===== src/rtl/mul_share_arbiter_pkg.sv =====
// Shared types and widths for the multiplier-sharing sequencer.
// State encoding is fixed so the state register can be decoded directly in debug.
package mul_share_arbiter_pkg;

    localparam int OPW = 8;
    localparam int PW  = 16;

    typedef enum logic [1:0] {
        ST_IDLE = 2'd0,
        ST_WAIT = 2'd1,
        ST_RESP = 2'd2
    } state_t;

endpackage


===== src/rtl/mul_share_arbiter_if.sv =====
// Request/response bundle between client engines (master) and the sequencer (slave).
interface mul_share_arbiter_if
    import mul_share_arbiter_pkg::*;
#(
    parameter int NREQ = 4,
    parameter int IDW  = 2
) ();

    logic [NREQ-1:0]      req_valid;
    logic [NREQ-1:0]      req_ready;
    logic [OPW*NREQ-1:0]  req_x;
    logic [OPW*NREQ-1:0]  req_y;
    logic                 rsp_valid;
    logic                 rsp_ready;
    logic [IDW-1:0]       rsp_id;
    logic [PW-1:0]        rsp_p;

    modport master (
        output req_valid, req_x, req_y, rsp_ready,
        input  req_ready, rsp_valid, rsp_id, rsp_p
    );

    modport slave (
        input  req_valid, req_x, req_y, rsp_ready,
        output req_ready, rsp_valid, rsp_id, rsp_p
    );

endinterface


===== src/rtl/mul_share_arbiter_mult.sv =====
// Combinational 8x8 two's-complement array multiplier with a full 16-bit product.
module mul_share_arbiter_mult (
    input  logic [7:0]  x,
    input  logic [7:0]  y,
    output logic [15:0] p
);

    // Sign-extend to the product width so the low 16 bits are the exact signed product.
    assign p = $signed({{8{x[7]}}, x}) * $signed({{8{y[7]}}, y});

endmodule


===== src/rtl/mul_share_arbiter_rr_arbiter.sv =====
// Round-robin arbiter: searches from rr_last+1 upward (mod NREQ) for the first request.
module mul_share_arbiter_rr_arbiter #(
    parameter int NREQ = 4,
    parameter int IDW  = 2
) (
    input  logic [NREQ-1:0] req,
    input  logic [IDW-1:0]  rr_last,
    input  logic            en,
    output logic [NREQ-1:0] gnt,
    output logic [IDW-1:0]  gnt_idx
);

    logic           found;
    logic [IDW:0]   sum;
    logic [IDW-1:0] idx;

    always_comb begin
        gnt     = '0;
        gnt_idx = '0;
        found   = 1'b0;
        sum     = '0;
        idx     = '0;
        for (int k = 1; k <= NREQ; k++) begin
            // rr_last < NREQ and k <= NREQ, so one conditional subtract is enough to wrap.
            sum = {1'b0, rr_last} + (IDW+1)'(k);
            if (sum >= (IDW+1)'(NREQ)) begin
                sum = sum - (IDW+1)'(NREQ);
            end
            idx = sum[IDW-1:0];
            if (en && !found && req[idx]) begin
                gnt[idx] = 1'b1;
                gnt_idx  = idx;
                found    = 1'b1;
            end
        end
    end

endmodule


===== src/rtl/mul_share_arbiter.sv =====
// Time-shares one combinational multiplier among NREQ requesters with a registered,
// handshaked interface and a programmable operand settle time.
//
// state | meaning
// IDLE  | arbitrating; req_ready asserted to the round-robin winner
// WAIT  | operands held on the multiplier for SETTLE_CYC cycles
// RESP  | product presented on the response channel until accepted
module mul_share_arbiter
    import mul_share_arbiter_pkg::*;
#(
    parameter int NREQ       = 4,
    parameter int IDW        = 2,
    parameter int SETTLE_CYC = 1
) (
    input  logic                 clk,
    input  logic                 rst,
    mul_share_arbiter_if.slave   bus,
    output logic                 busy,
    output logic [15:0]          ops_done
);

    state_t          state_q, state_d;
    logic [IDW-1:0]  rr_last_q, rr_last_d;
    logic [OPW-1:0]  op_x_q, op_x_d;
    logic [OPW-1:0]  op_y_q, op_y_d;
    logic [IDW-1:0]  op_id_q, op_id_d;
    logic [3:0]      cnt_q, cnt_d;
    logic [PW-1:0]   rsp_p_q, rsp_p_d;
    logic [IDW-1:0]  rsp_id_q, rsp_id_d;
    logic            rsp_valid_q, rsp_valid_d;
    logic [15:0]     ops_done_q, ops_done_d;

    logic [NREQ-1:0] gnt;
    logic [IDW-1:0]  gnt_idx;
    logic [PW-1:0]   p;

    mul_share_arbiter_rr_arbiter #(
        .NREQ (NREQ),
        .IDW  (IDW)
    ) u_arb (
        .req     (bus.req_valid),
        .rr_last (rr_last_q),
        .en      (state_q == ST_IDLE),
        .gnt     (gnt),
        .gnt_idx (gnt_idx)
    );

    mul_share_arbiter_mult u_mult (
        .x (op_x_q),
        .y (op_y_q),
        .p (p)
    );

    always_comb begin
        state_d     = state_q;
        rr_last_d   = rr_last_q;
        op_x_d      = op_x_q;
        op_y_d      = op_y_q;
        op_id_d     = op_id_q;
        cnt_d       = cnt_q;
        rsp_p_d     = rsp_p_q;
        rsp_id_d    = rsp_id_q;
        rsp_valid_d = rsp_valid_q;
        ops_done_d  = ops_done_q;
        case (state_q)
            ST_IDLE: begin
                if (|gnt) begin
                    op_x_d    = bus.req_x[{gnt_idx, 3'b000} +: OPW];
                    op_y_d    = bus.req_y[{gnt_idx, 3'b000} +: OPW];
                    op_id_d   = gnt_idx;
                    rr_last_d = gnt_idx;
                    cnt_d     = 4'(SETTLE_CYC - 1);
                    state_d   = ST_WAIT;
                end
            end
            ST_WAIT: begin
                if (cnt_q == 4'd0) begin
                    rsp_p_d     = p;
                    rsp_id_d    = op_id_q;
                    rsp_valid_d = 1'b1;
                    state_d     = ST_RESP;
                end else begin
                    cnt_d = cnt_q - 4'd1;
                end
            end
            ST_RESP: begin
                if (bus.rsp_ready) begin
                    rsp_valid_d = 1'b0;
                    ops_done_d  = ops_done_q + 16'd1;
                    state_d     = ST_IDLE;
                end
            end
            default: state_d = ST_IDLE;
        endcase
    end

    always_ff @(posedge clk) begin
        if (rst) begin
            state_q     <= ST_IDLE;
            rr_last_q   <= IDW'(NREQ - 1);
            op_x_q      <= '0;
            op_y_q      <= '0;
            op_id_q     <= '0;
            cnt_q       <= '0;
            rsp_p_q     <= '0;
            rsp_id_q    <= '0;
            rsp_valid_q <= 1'b0;
            ops_done_q  <= '0;
        end else begin
            state_q     <= state_d;
            rr_last_q   <= rr_last_d;
            op_x_q      <= op_x_d;
            op_y_q      <= op_y_d;
            op_id_q     <= op_id_d;
            cnt_q       <= cnt_d;
            rsp_p_q     <= rsp_p_d;
            rsp_id_q    <= rsp_id_d;
            rsp_valid_q <= rsp_valid_d;
            ops_done_q  <= ops_done_d;
        end
    end

    assign bus.req_ready = gnt;
    assign bus.rsp_valid = rsp_valid_q;
    assign bus.rsp_id    = rsp_id_q;
    assign bus.rsp_p     = rsp_p_q;
    assign busy          = (state_q != ST_IDLE);
    assign ops_done      = ops_done_q;

endmodule


===== src/flat_wrapper.sv =====
// flat-port wrapper written by rule: the top's interface ports become plain ports
module mul_share_arbiter_flat import mul_share_arbiter_pkg::*;
#(
    parameter int NREQ       = 4,
    parameter int IDW        = 2,
    parameter int SETTLE_CYC = 1
)
  (clk, rst, busy, ops_done, bus_req_valid, bus_req_x, bus_req_y, bus_rsp_ready, bus_req_ready, bus_rsp_valid, bus_rsp_id, bus_rsp_p);
  mul_share_arbiter_if #(.NREQ(NREQ), .IDW(IDW)) bus_i ();
  input  logic clk;
  input  logic rst;
  output logic busy;
  output logic [15:0] ops_done;
  input wire logic [$bits(bus_i.req_valid)-1:0] bus_req_valid;
  input wire logic [$bits(bus_i.req_x)-1:0] bus_req_x;
  input wire logic [$bits(bus_i.req_y)-1:0] bus_req_y;
  input wire logic [$bits(bus_i.rsp_ready)-1:0] bus_rsp_ready;
  output wire logic [$bits(bus_i.req_ready)-1:0] bus_req_ready;
  output wire logic [$bits(bus_i.rsp_valid)-1:0] bus_rsp_valid;
  output wire logic [$bits(bus_i.rsp_id)-1:0] bus_rsp_id;
  output wire logic [$bits(bus_i.rsp_p)-1:0] bus_rsp_p;
  assign bus_i.req_valid = bus_req_valid;
  assign bus_i.req_x = bus_req_x;
  assign bus_i.req_y = bus_req_y;
  assign bus_i.rsp_ready = bus_rsp_ready;
  assign bus_req_ready = bus_i.req_ready;
  assign bus_rsp_valid = bus_i.rsp_valid;
  assign bus_rsp_id = bus_i.rsp_id;
  assign bus_rsp_p = bus_i.rsp_p;
  mul_share_arbiter #(.NREQ(NREQ), .IDW(IDW), .SETTLE_CYC(SETTLE_CYC)) u_core (.clk(clk), .rst(rst), .bus(bus_i), .busy(busy), .ops_done(ops_done));
endmodule

===== config.mk =====
export PLATFORM = sky130hd
export DESIGN_NAME = mul_share_arbiter_flat
export DESIGN_NICKNAME = d
export VERILOG_FILES = /design/src/rtl/mul_share_arbiter_pkg.sv /design/src/rtl/mul_share_arbiter_if.sv /design/src/rtl/mul_share_arbiter_mult.sv /design/src/rtl/mul_share_arbiter_rr_arbiter.sv /design/src/rtl/mul_share_arbiter.sv /design/src/flat_wrapper.sv
export SDC_FILE = /design/constraint.sdc
export NUM_CORES = 1
export LEC_CHECK = 0
export CAP_MARGIN = 20
export CORE_MARGIN = 2
export CORE_UTILIZATION = 53
export CTS_CLUSTER_DIAMETER = 150
export CTS_CLUSTER_SIZE = 12
export DETAILED_ROUTE_END_ITERATION = 8
export PLACE_DENSITY = 0.82
export SLEW_MARGIN = 40
export SYNTH_ARGS = -nofsm -noshare
export SYNTH_HDL_FRONTEND = slang
export SYNTH_SLANG_ARGS = --single-unit

===== constraint.sdc =====
create_clock -name clk -period 5.9 [get_ports clk]
set_input_delay 1.77 -clock clk [delete_from_list [all_inputs] [get_ports clk]]
set_output_delay 1.77 -clock clk [all_outputs]
set_load 0.005 [all_outputs]

; ---- Yosys cells after proc, flatten, opt, wreduce, memory -nomap -nowiden
; Index checks and enable logic that the tools add are counted.
[totals]
regBits = 61
output_inout_bits = 40
wordCells = 111
[classes]
add_sub_neg = 10
multipliers = 1
magnitude_cmp = 12
eq_ne = 6
shifts = 2
mux = 41
n_bitwise = 3
n_reduce_logical = 26
[ops]
columns = cell, n
row1 = $shiftx A32 B6 Y8, 2
row2 = $mux W4, 6
row3 = $mux W2, 11
row4 = $add A16 B1 Y16 const B, 1
row5 = $mul A8 B8 Y16, 1
row6 = $mux W1, 13
row7 = $ge A3 B3 Y1 const B, 4
row8 = $lt A2 B3 Y1 const B, 4
row9 = $or A4 B4 Y4, 3
row10 = $logic_and A1 B1 Y1, 11
row11 = $reduce_and A3 Y1, 3
row12 = $bmux W1 S2, 4
row13 = $demux W1 S2, 4
row14 = $ge A2 B1 Y1 const B, 4
row15 = $pmux W4 S2, 1
row16 = $sub A2 B1 Y2 const B, 4
row17 = $add A2 B2 Y3 const B, 2
row18 = $pmux W2 S3, 1
row19 = $reduce_and A2 Y1, 3
row20 = $reduce_bool A2 Y1, 3
row21 = $logic_not A4 Y1, 1
row22 = $ne A2 B1 Y1 const B, 2
row23 = $ne A2 B2 Y1 const B, 2
row24 = $reduce_or A4 Y1, 1
row25 = 8 further kinds, 10

; ---- Longest topological paths before layout
; Gate-level depths: netlist of run 1.
[logic_depth]
depth_word = 22
mapped_depth = 18
ltp_nobuf = 17

; ---- By module
; From an unflattened synthesis of run 1, not the netlist that was laid out.
[hier_totals]
cells_unflattened = 649
area_unflattened_um2 = 5735.5
[modules_own_cells]
columns = mod, n_inst, cells_each, area_per_inst_um2
row1 = mul_share_arbiter, 1, 306, 2716.4
row2 = mul_share_arbiter_mult, 1, 289, 2532.4
row3 = mul_share_arbiter_rr_arbiter, 1, 54, 486.7

; ---- Least setup slack after synthesis of run 1
; OpenSTA, ideal clock, no wires.
[synth_timing]
path_type = input to output
start = input port bus_req_valid[2]
end = output port bus_req_ready[3]
t_arrival_ns = 2.924
t_required_ns = 4.130
path_slack_ns = 1.206
stages = 4
path_cell_list = mux4_1 -> and3_1 -> a221oi_1 -> inv_1
[synth_between]
elab_chain_cells = 16
word_cells_on_any_way = 28
cone_classes = mux (15) / bitwise (3) / reduce/logical (10)
[synth_lines]
columns = element, line_no
row1 = start: declaration, flat_wrapper.sv:14  ; input wire logic [$bits(bus_i.req_valid)-1:0] bus_req_valid;
row2 = $bmux W1 S2, mul_share_arbiter_rr_arbiter.sv:30  ; if (en && !found && req[idx]) begin
row3 = $mux W1 (not written as such), mul_share_arbiter_rr_arbiter.sv:30
row4 = $logic_and A1 B1 Y1, mul_share_arbiter_rr_arbiter.sv:30
row5 = $mux W1, mul_share_arbiter_rr_arbiter.sv:30
row6 = $logic_not A1 Y1, mul_share_arbiter_rr_arbiter.sv:30
row7 = $logic_and A1 B1 Y1 (2 in series), mul_share_arbiter_rr_arbiter.sv:30
row8 = $mux W1, mul_share_arbiter_rr_arbiter.sv:30
row9 = $logic_not A1 Y1, mul_share_arbiter_rr_arbiter.sv:30
row10 = $logic_and A1 B1 Y1 (2 in series), mul_share_arbiter_rr_arbiter.sv:30
row11 = $mux W1, mul_share_arbiter_rr_arbiter.sv:30
row12 = $logic_not A1 Y1, mul_share_arbiter_rr_arbiter.sv:30
row13 = $logic_and A1 B1 Y1 (2 in series), mul_share_arbiter_rr_arbiter.sv:30
row14 = $mux W4 (*), mul_share_arbiter_rr_arbiter.sv:30
row15 = end: declaration, flat_wrapper.sv:18  ; output wire logic [$bits(bus_i.req_ready)-1:0] bus_req_ready;
; Every way passes the cells marked *; elsewhere a longest branch is shown, timed or not. The select of a mux whose other input is x is not followed.

; ---- Final worst setup path of run 1
[layout_timing]
start = input port bus_req_valid[2]
end = output port bus_req_ready[0]
; The elaborated chain is that of the path after synthesis.

==> reports/metrics.cfg, run 1 <==
[setup_path]
cp_cell_sequence = clkdlybuf4s50_1 > mux4_1 > and3_1 > a221oi_1 > inv_1 > clkdlybuf4s50_1
critPathKind = in2out
setup.worst_path.start_class = primary input
arrival_ps = 4120
critical-path-max-stage-delay_ps = 590
crit_family = buffers and inverters
cp_num_buf_inv = 3
critical-path-top-cell-by-count = clkdlybuf4s50_1
endpoint_kind = output pin
crit_required_ps = 4130
slowest_stage = mux4_1
path_max_fanout = 7

[die]
fp.dieH_um = 107.3
die_area_sq_mm = 0.01152
area_inside_the_core_boundary_sq_mm = 0.01037
top_level_ports = 111
chipWidth_um = 107.3
placement_rows = 37
initial_core_utilization = 0.5458

[timing]
fmax_mhz = 169.8
slew_of_the_pin_with_the_lowest_slew_margin_ps = 786.2
max_slew_headroom = 0.4759
finalWorstPathRequiredPeriod_ps = 5890
fin_worst_skew_ps = 11.69
grt_setup_unrepaired = true
slew_violations = 0
final_setup_violation_count = 0
finalCritPeriodShare = 0.9982
final-hold-violation-count = 0

[pwr]
leakage_uw = 0.003101
power.net_switching_uw = 1222
sw_frac_of_total = 0.4449
share_seq_of_total_power = 0.229
power.share.combinational = 0.649
vdd_ir_drop_max_mv = 0.3063
power_report.internal_total_uw = 1525
power_uw = 2747
pwr-share-clk = 0.123
powerDensity_mw_per_mm2 = 391.7

[synth]
yosys_register_bits = 61
post_synth.cell_area_avg_sq_um = 9.249
post_synth_design_cell_area_sq_mm = 0.005660
syn-instance-count = 612
synth_sequential_area_ratio = 0.2157
syn-num-nets = 778
share_of_synthesized_flip_flops_with_an_asynchronous_set_or_reset = 0
yosysWarningCount = 0
edff_count_synth = 0
ys_dominant_reg_cell = dfxtp_1
post_synth_num_cell_types = 50

[grt]
wire_length_of_the_first_global_routing_pass_um = 22370
grt.total_usage = 0.2430
pin_count_of_the_biggest_net_entering_global_routing = 64
grt_overflow = 0
first_global_vias = 4935
antenna_found_initial = 0

[worst_hold_path]
timing.hold.worst.class = reg2reg

[cells_and_area]
layout_commonest_cell = clkdlybuf4s50_1
instances_no_fill = 855
postLayoutCellArea_sq_mm = 0.007013
layout.cells.most_common_list = clkdlybuf4s50_1 (109), inv_1 (96), nand2_1 (61), dfxtp_1 (61)
post_route_cells_drive_above_1_share = 0.05285
layout.nets = 880
antenna_cells_inserted = 0
final_util = 0.6763
area_growth_syn_to_layout_pct = 23.89

[clocking]
cts_buffers = 9
clk_path_buf_depth = 2
clock_transition_time_at_the_flip_flop_clock_pins_of_the_worst_setup_and_hold_paths_ps = 60
tritoncts_num_sinks = 61
tritoncts = done
cts_htree_levels = 3
cell_at_the_root_of_the_clock_tree = clkbuf_8
cts_hold_buffers = 0
clock_latency_on_the_worst_skew_pair_ps = 350

[placed_design]
gp_congestion = 0.8855
numPortBuffers = 110
placement.cell_area_sq_mm = 0.006827
dpl.cell_count = 838
final_hpwl_dp_um = 10600

[routing]
num_vias = 4592
detail_route.iter0.violations = 165
detail_route_antenna_nets = 0
routed_wire_length_per_instance_um = 15.36
avgViaCountPerCell = 5.371
drt-pass1-iter-count = 4
drt_drc_violations_left = 0
wirelength_um = 13140

[run]
timing.max_cap.violations = 0

[run_status]
run_status = finished clean

[per-stage QoR]
step	setup slack [ps]	TNS [ps]	hold slack, ps
2_1_floorplan	1206	0	431.2
3_3_place_gp	210.4	0	444.2
3_5_place_dp	85.47	0	449.4
4_1_cts	82.90	0	458.8
5_1_grt	-26.53	-46.22	483.6
6_report	10.42	0	454.6
[kinds of logic (layout without fill, tap and decap cells)]
family | Yosys count | after routing | synth area share
buffers and inverters | 119 | 226 | 0.08576
multiplexers | 42 | 42 | 0.1249
adder cells (fa/ha/maj) | 95 | 95 | 0.2829
flip-flops | 61 | 61 | 0.2157
AND/OR/NAND/NOR | 206 | 206 | 0.1777
AO/OA/AOI/OAI | 59 | 59 | 0.06654
XOR/XNOR | 30 | 30 | 0.04642
[flip-flops by register name (all words and copies together), names as in the netlist]
| signal | count |
|---|---|
| u_core.bus.rsp_id | 2 |
| u_core.bus.rsp_p | 16 |
| u_core.bus.rsp_valid | 1 |
| u_core.cnt_q | 4 |
| u_core.op_id_q | 2 |
| u_core.op_x_q | 8 |
| u_core.op_y_q | 8 |
| u_core.ops_done | 16 |
| u_core.rr_last_q | 2 |
| u_core.state_q | 2 |
[area by class of cell]
cell class                 count  area (sq um)
multi-input combinational    432          3960
fill                         793          3357
sequential                    61          1221
timing repair buffer         114          1129
inverter                      96         360.3
tap                          136         170.2
clock buffer                   9         123.9
clock inverter                 7         48.80
[layer usage]
layer | track usage | share of wire
met1 | 0.2885 | 0.42
met2 | 0.4408 | 0.51
met3 | 0.03814 | 0.044
met4 | 0.09249 | 0.026
met5 | 0 | 0
[final timing paths]
check / start / endpoint / slack, ps / cells past startpoint
worst max-delay path: bus_req_valid[2] / bus_req_ready[0] / 10 / 6
worst min-delay path: u_core.bus.rsp_p[0] / u_core.bus.rsp_p[0] / 450 / 2
worst max register to register: u_core.op_y_q[2] / u_core.bus.rsp_p[15] / 1110 / 16
worst min register to register: u_core.bus.rsp_p[0] / u_core.bus.rsp_p[0] / 450 / 2
[power by group through the flow]
stage | Sequential (uW) | Clock, uW | Combinational (uW)
finish | 628 | 337 | 1780
global route | 644 | 363 | 1990
CTS | 626 | 344 | 1780
detailed placement | 635 | 0 | 1770
global placement | 629 | 0 | 1690
floorplan | 578 | 0 | 1410
[Yosys cell counts (4+ instances only)]
cell	n	area share
inv_1	96	0.064
dfxtp_1	61	0.22
nand2_1	61	0.040
fa_1	55	0.19
nor2_1	55	0.036
ha_1	40	0.088
and2_1	38	0.042
a21oi_1	26	0.023
mux2i_1	20	0.035
clkbuf_1	15	0.0099
xnor2_1	15	0.023
xor2_1	15	0.023
mux4_2	11	0.044
mux4_1	9	0.042
nand2b_1	7	0.0077
nand3_1	7	0.0062
o21ai_0	7	0.0062
and3_1	6	0.0066
nand3b_1	6	0.0080
nor3_1	6	0.0053
a211oi_1	4	0.0053
a221oi_1	4	0.0062
nand4_1	4	0.0044
nor2b_1	4	0.0044
o21a_1	4	0.0053
or3_1	4	0.0044
[worst min-delay path: stages (launching register included)]
cell and delay [ps]:
dfxtp_1 310, nand2_1 50, a21oi_1 50
[what timing repair did]
item,in CTS,in global routing
endpoints found under the setup margin,0,3
gates resized for setup,0,1
buffers inserted,0,1
Power figures use the tool's default switching activity.
==> inputs of run 2 (changes only) <==
CORE_UTILIZATION = 45   (was 53)
PLACE_DENSITY = 0.71   (was 0.82)
==> run 2 against run 1 <==
Against the previous run:
- first-iteration DRC count is 19% higher
- clock power increased by 61%
- cell count grew 3.9%
- global-route usage is 4.5 points lower
==> reports/metrics.cfg, run 2 (synthesis gave the netlist of run 1 again) <==
[pwr]
power.share.combinational = 0.600
pwr-share-clk = 0.185
vdd_ir_drop_max_mv = 0.2866
power.net_switching_uw = 1208
powerDensity_mw_per_mm2 = 405.6
sw_frac_of_total = 0.4130
power_report.internal_total_uw = 1717
share_seq_of_total_power = 0.215
leakage_uw = 0.003173

[setup_path]
slowest_stage = clkdlybuf4s50_1
crit_required_ps = 4130
endpoint_kind = output pin
arrival_ps = 4120
cp_num_buf_inv = 3
critical-path-max-stage-delay_ps = 540
setup.worst_path.start_class = primary input
critical-path-top-cell-by-count = clkdlybuf4s50_1
crit_family = buffers and inverters
critical_path.startpoint = bus_req_valid[3]
cp_cell_sequence = clkdlybuf4s50_1 > mux4_2 > nor2b_1 > and3_4 > a221oi_1 > inv_1 > clkdlybuf4s50_1
launch_point_of_the_worst_reg_to_reg_path = u_core.op_y_q[2]
path_max_fanout = 8
critPathKind = in2out

[timing]
finalSetupTns_ps = 0
max_slew_headroom = 0.5008
finalCritPeriodShare = 0.9987
final-hold-violation-count = 0
final_critical_path_setup_slack_ps = 7.591
fmax_mhz = 169.7
finalWorstPathRequiredPeriod_ps = 5892
fin_worst_skew_ps = 7.139
slew_violations = 0
final_setup_violation_count = 0
hold-worst-slack_ps = 454.0
slew_of_the_pin_with_the_lowest_slew_margin_ps = 746.9

[cells_and_area]
layout_commonest_cell = clkdlybuf4s50_1
layout.cells.most_common_list = clkdlybuf4s50_1 (109), inv_1 (96), nand2_1 (61), dfxtp_1 (61)
fillerInstances = 1067
post_route_cells_drive_above_1_share = 0.05556
final_util = 0.5930
area_growth_syn_to_layout_pct = 27.41
antenna_cells_inserted = 0
layout.nets = 881

[clocking]
cell_at_the_root_of_the_clock_tree = clkbuf_16
cts_hold_buffers = 0
tritoncts_num_sinks = 61
clk_path_buf_depth = 2
tritoncts = done
cts-resized-gates = 0
number_of_buffers_inserted_to_repair_setup_after_cts = 0
clock_transition_time_at_the_flip_flop_clock_pins_of_the_worst_setup_and_hold_paths_ps = 50
cts_htree_levels = 3
clock_latency_on_the_worst_skew_pair_ps = 330
cts_buffers = 9

[routing]
drt-pass1-iter-count = 4
avgViaCountPerCell = 5.066
drt_drc_violations_left = 0
wirelength_um = 12780
detail_route_antenna_nets = 0
routed_wire_length_per_instance_um = 14.39
num_vias = 4499
detail_route.iter0.violations = 197

[die]
die_area_sq_mm = 0.01349
placement_rows = 40
chipWidth_um = 116.2
area_inside_the_core_boundary_sq_mm = 0.01216
top_level_ports = 111
initial_core_utilization = 0.4654
fp.dieH_um = 116.2

[grt]
antenna_found_initial = 0
grt_overflow = 0
grt.total_usage = 0.1984
wire_length_of_the_first_global_routing_pass_um = 21110
pin_count_of_the_biggest_net_entering_global_routing = 34
first_global_vias = 4544

[worst_hold_path]
holdCritStartpoint = u_core.op_id_q[0]
timing.hold.worst.class = reg2reg

[run]
timing.max_cap.violations = 0

[placed_design]
preCtsSetupSlack_ps = 40.68
numPortBuffers = 110
gp_congestion = 0.8307
final_hpwl_dp_um = 10300

[run_status]
run_status = finished clean

## run 2: cell types whose count changed in the layout (fill, tap and decap cells not counted), sizes merged
| cell | delta |
|---|---|
| clkinv | -1 |
| mux4 | +1 |
| inv | -1 |
| bufinv | +1 |
| clkinvlp | -1 |
| clkbuf | +2 |
## run 2: per-layer routing
metal  wire (um)  global-route usage  part of all wire  vias up
met1        5646              0.2507              0.44     2137
met4         238             0.06587             0.019        0
met2        6255              0.3458              0.49      138
met5           0                   0                 0        -
li1            -                   -                 -     2202
met3         638             0.03529             0.050       22
## run 2: worst register-to-register path, cell delays in order (launching register included)
cell	delay, ps
dfxtp_1	400
nand2_1	200
inv_1	80
fa_1	590
inv_1	140
fa_1	560
inv_1	60
fa_1	530
inv_1	50
fa_1	520
inv_1	40
ha_1	340
and3_1	200
a311oi_1	460
a21oi_1	160
xnor2_1	320
a211oi_1	120
## run 2: power groups by stage
stage	Clock, uW	Sequential, uW	Combinational [uW]
2_1_floorplan	0	578	1410
3_3_place_gp	0	634	1700
3_5_place_dp	0	637	1750
4_1_cts	550	629	1760
5_1_grt	570	648	1990
6_report	541	629	1750
## run 2: final timing paths
check / endpoint / slack, ps / cells after the start
worst max register to register: u_core.bus.rsp_p[15] / 1000 / 16
worst min register to register: u_core.bus.rsp_id[0] / 450 / 2
worst min-delay path: u_core.bus.rsp_id[0] / 450 / 2
worst max-delay path: bus_req_ready[1] / 8 / 7
## run 2: layout make-up
class | count | area (sq um) | area share
tap | 168 | 210.2 | 0.02915
clock inverter | 5 | 57.56 | 0.007981
multi-input combinational | 433 | 3984 | 0.5524
clock buffer | 11 | 252.7 | 0.03505
timing repair buffer | 114 | 1126 | 0.1561
sequential | 61 | 1221 | 0.1693
inverter | 96 | 360.3 | 0.04997
## run 2: metrics by stage
stage,power [uW],std cells,instance area [sq um]
floorplan,1984,612,5660
global placement,2329,871,6872
detailed placement,2387,871,6872
CTS,2940,887,7182
global route,3203,888,7212
finish,2925,888,7212
==> inputs of run 3 (changes only) <==
SYNTH_HIERARCHICAL = 1   (was unset)
==> run 3 against run 2 <==
Against the previous run:
- synthesized cell count grew 6.0%
- register-to-register slack gained 350 ps
- synthesized area grew 1.3%
- largest cell class unchanged
- largest power group unchanged
- highest routed layer unchanged
==> reports/metrics.cfg, run 3 <==
[grt]
met2_usage = 0.3622
grt_use_met3 = 0.03090
pin_count_of_the_biggest_net_entering_global_routing = 62
globalRouteMet1Util = 0.2579
first_global_vias = 4875
wire_length_of_the_first_global_routing_pass_um = 22100
grt.total_usage = 0.2027
grt_overflow = 0
gr-max-usage-layer = met2
antenna_found_initial = 0

[cells_and_area]
layout.nets = 918
layout_commonest_cell = clkdlybuf4s50_1
postLayoutCellArea_sq_mm = 0.007316
antenna_cells_inserted = 0
area_growth_syn_to_layout_pct = 27.55
final_util = 0.5845
instances_no_fill = 930
layout.cells.most_common_list = clkdlybuf4s50_1 (109), nand2_1 (105), inv_1 (90)
post_route_cells_drive_above_1_share = 0.08179

[setup_path]
cp_cell_sequence = clkdlybuf4s50_1 > mux4_2 > nor2_2 > and3_2 > a22oi_1 > nand2_1 > clkdlybuf4s50_1
crit_required_ps = 4130
cp_num_buf_inv = 2
slowest_stage = mux4_2
cp_num_cells = 7
setup.worst_path.start_class = primary input
critPathKind = in2out
crit_family = buffers and inverters
critical-path-top-cell-by-count = clkdlybuf4s50_1
arrival_ps = 4020
endpoint_kind = output pin
worst_r2r_path_depth = 16
critical-path-max-stage-delay_ps = 560
r2r_setup_slack_ps = 1350
path_max_fanout = 6

[timing]
finalWorstPathRequiredPeriod_ps = 5793
final_setup_violation_count = 0
fin_worst_skew_ps = 5.969
slew_of_the_pin_with_the_lowest_slew_margin_ps = 743.1
fmax_mhz = 172.6
finalCritPeriodShare = 0.9819
max_slew_headroom = 0.5046
finalSetupTns_ps = 0
final-hold-violation-count = 0
slew_violations = 0
grt_setup_unrepaired = false

[pwr]
sw_frac_of_total = 0.4019
pwr-share-clk = 0.222
power.net_switching_uw = 1034
powerDensity_mw_per_mm2 = 351.8
share_seq_of_total_power = 0.223
power_uw = 2574
power_report.internal_total_uw = 1539
vdd_ir_drop_max_mv = 0.3161
leakage_uw = 0.003061
power.share.combinational = 0.556

[synth]
yosys_register_bits = 61
yosysWarningCount = 6
synthMostInstantiatedCell = nand2_1
post_synth_design_cell_area_sq_mm = 0.005736
synth_top_area_share = 0.2129
share_of_synthesized_flip_flops_with_an_asynchronous_set_or_reset = 0
post_synth.cell_area_avg_sq_um = 8.837
synth_sequential_area_ratio = 0.2129
post_synth_num_cell_types = 57
yosys-top-cells-area = dfxtp_1 (21%), fa_1 (19%), ha_1 (8.5%)
syn-num-nets = 814
synth_area_leader_cell = dfxtp_1
syn-instance-count = 649
commonest_cells_post_synth = nand2_1 (105), inv_1 (90), dfxtp_1 (61)
edff_count_synth = 0
ys_dominant_reg_cell = dfxtp_1

[clocking]
clk_path_buf_depth = 2
cts-resized-gates = 0
cts_hold_buffers = 0
clock_latency_on_the_worst_skew_pair_ps = 330
tritoncts = done
clock_transition_time_at_the_flip_flop_clock_pins_of_the_worst_setup_and_hold_paths_ps = 50
cell_at_the_root_of_the_clock_tree = clkbuf_16
cts_htree_levels = 3
tritoncts_num_sinks = 61
number_of_buffers_inserted_to_repair_setup_after_cts = 0
cts_buffers = 9

[die]
placement_rows = 41
area_inside_the_core_boundary_sq_mm = 0.01252
top_level_ports = 111
fp.dieH_um = 116.9
chipWidth_um = 116.9
die_area_sq_mm = 0.01366
initial_core_utilization = 0.4582

[worst_hold_path]
hold-path-cell-count = 2
timing.hold.worst.class = reg2reg

[placed_design]
final_hpwl_dp_um = 10590
dpl.cell_count = 914
gp_congestion = 0.8986
placement.cell_area_sq_mm = 0.006989
numPortBuffers = 110

[run_status]
run_status = finished clean

[routing]
detail_route_antenna_nets = 0
drt_drc_violations_left = 0
wirelength_um = 13200
num_vias = 4772
drt-pass1-iter-count = 5
detail_route.iter0.violations = 247
routed_wire_length_per_instance_um = 14.19
avgViaCountPerCell = 5.131

[run]
timing.max_cap.violations = 0

==> run 3: path summary, 6_finish.rpt <==
check	start	endpoint
max	bus_req_valid[3]	bus_req_ready[2]
min	u_core/bus.rsp_p[9]	u_core/bus.rsp_p[9]
max reg2reg	u_core/op_y_q[7]	u_core/bus.rsp_p[11]
min reg2reg	u_core/bus.rsp_p[9]	u_core/bus.rsp_p[9]
==> run 3: power groups by stage <==
stage | Combinational (uW) | Clock, uW | Sequential, uW
after detailed placement | 1430 | 0 | 582
final | 1430 | 570 | 573
after global placement | 1390 | 0 | 579
after global routing | 1600 | 597 | 587
after CTS | 1440 | 577 | 574
after floorplan | 1090 | 0 | 548
==> run 3: kinds of logic after synthesis <==
group	share of synthesized area
and+or+nand+nor	0.2149
buffers and inverters	0.07679
AOI/OAI and AO/OA	0.09686
adders and majority gates	0.2771
DFF	0.2129
xor gates and xnor gates	0.03665
muxes	0.08486
==> run 3: worst min-delay path: cells and delay by family, from the launching register on <==
family | cells | cell delay [ps]
compound gates | 1 | 50
simple gates | 1 | 50
flops | 1 | 300
==> run 3: layer usage <==
metal / part of all wire / vias to the layer above
met4: 0.0072 / 0
met5: 0 / -
met2: 0.50 / 156
met1: 0.44 / 2275
li1: - / 2335
met3: 0.054 / 6
==> run 3: area by class of cell <==
class / instances / area (sq um)
tap: 172 / 215.2
sequential: 61 / 1221
timing repair buffer: 115 / 1136
fill: 1154 / 5201
clock inverter: 5 / 82.58
clock buffer: 11 / 242.7
multi-input combinational: 476 / 4080
inverter: 90 / 337.8
==> run 3: metrics by stage <==
| stage | hold WS (ps) | worst slack, ps |
|---|---|---|
| 6_report | 449.8 | 106.8 |
| 5_1_grt | 474.1 | 28.26 |
| 4_1_cts | 452.4 | 94.19 |
| 3_5_place_dp | 445.4 | 106.4 |
| 3_3_place_gp | 443.4 | 170.3 |
| 2_1_floorplan | 432.1 | 1214 |
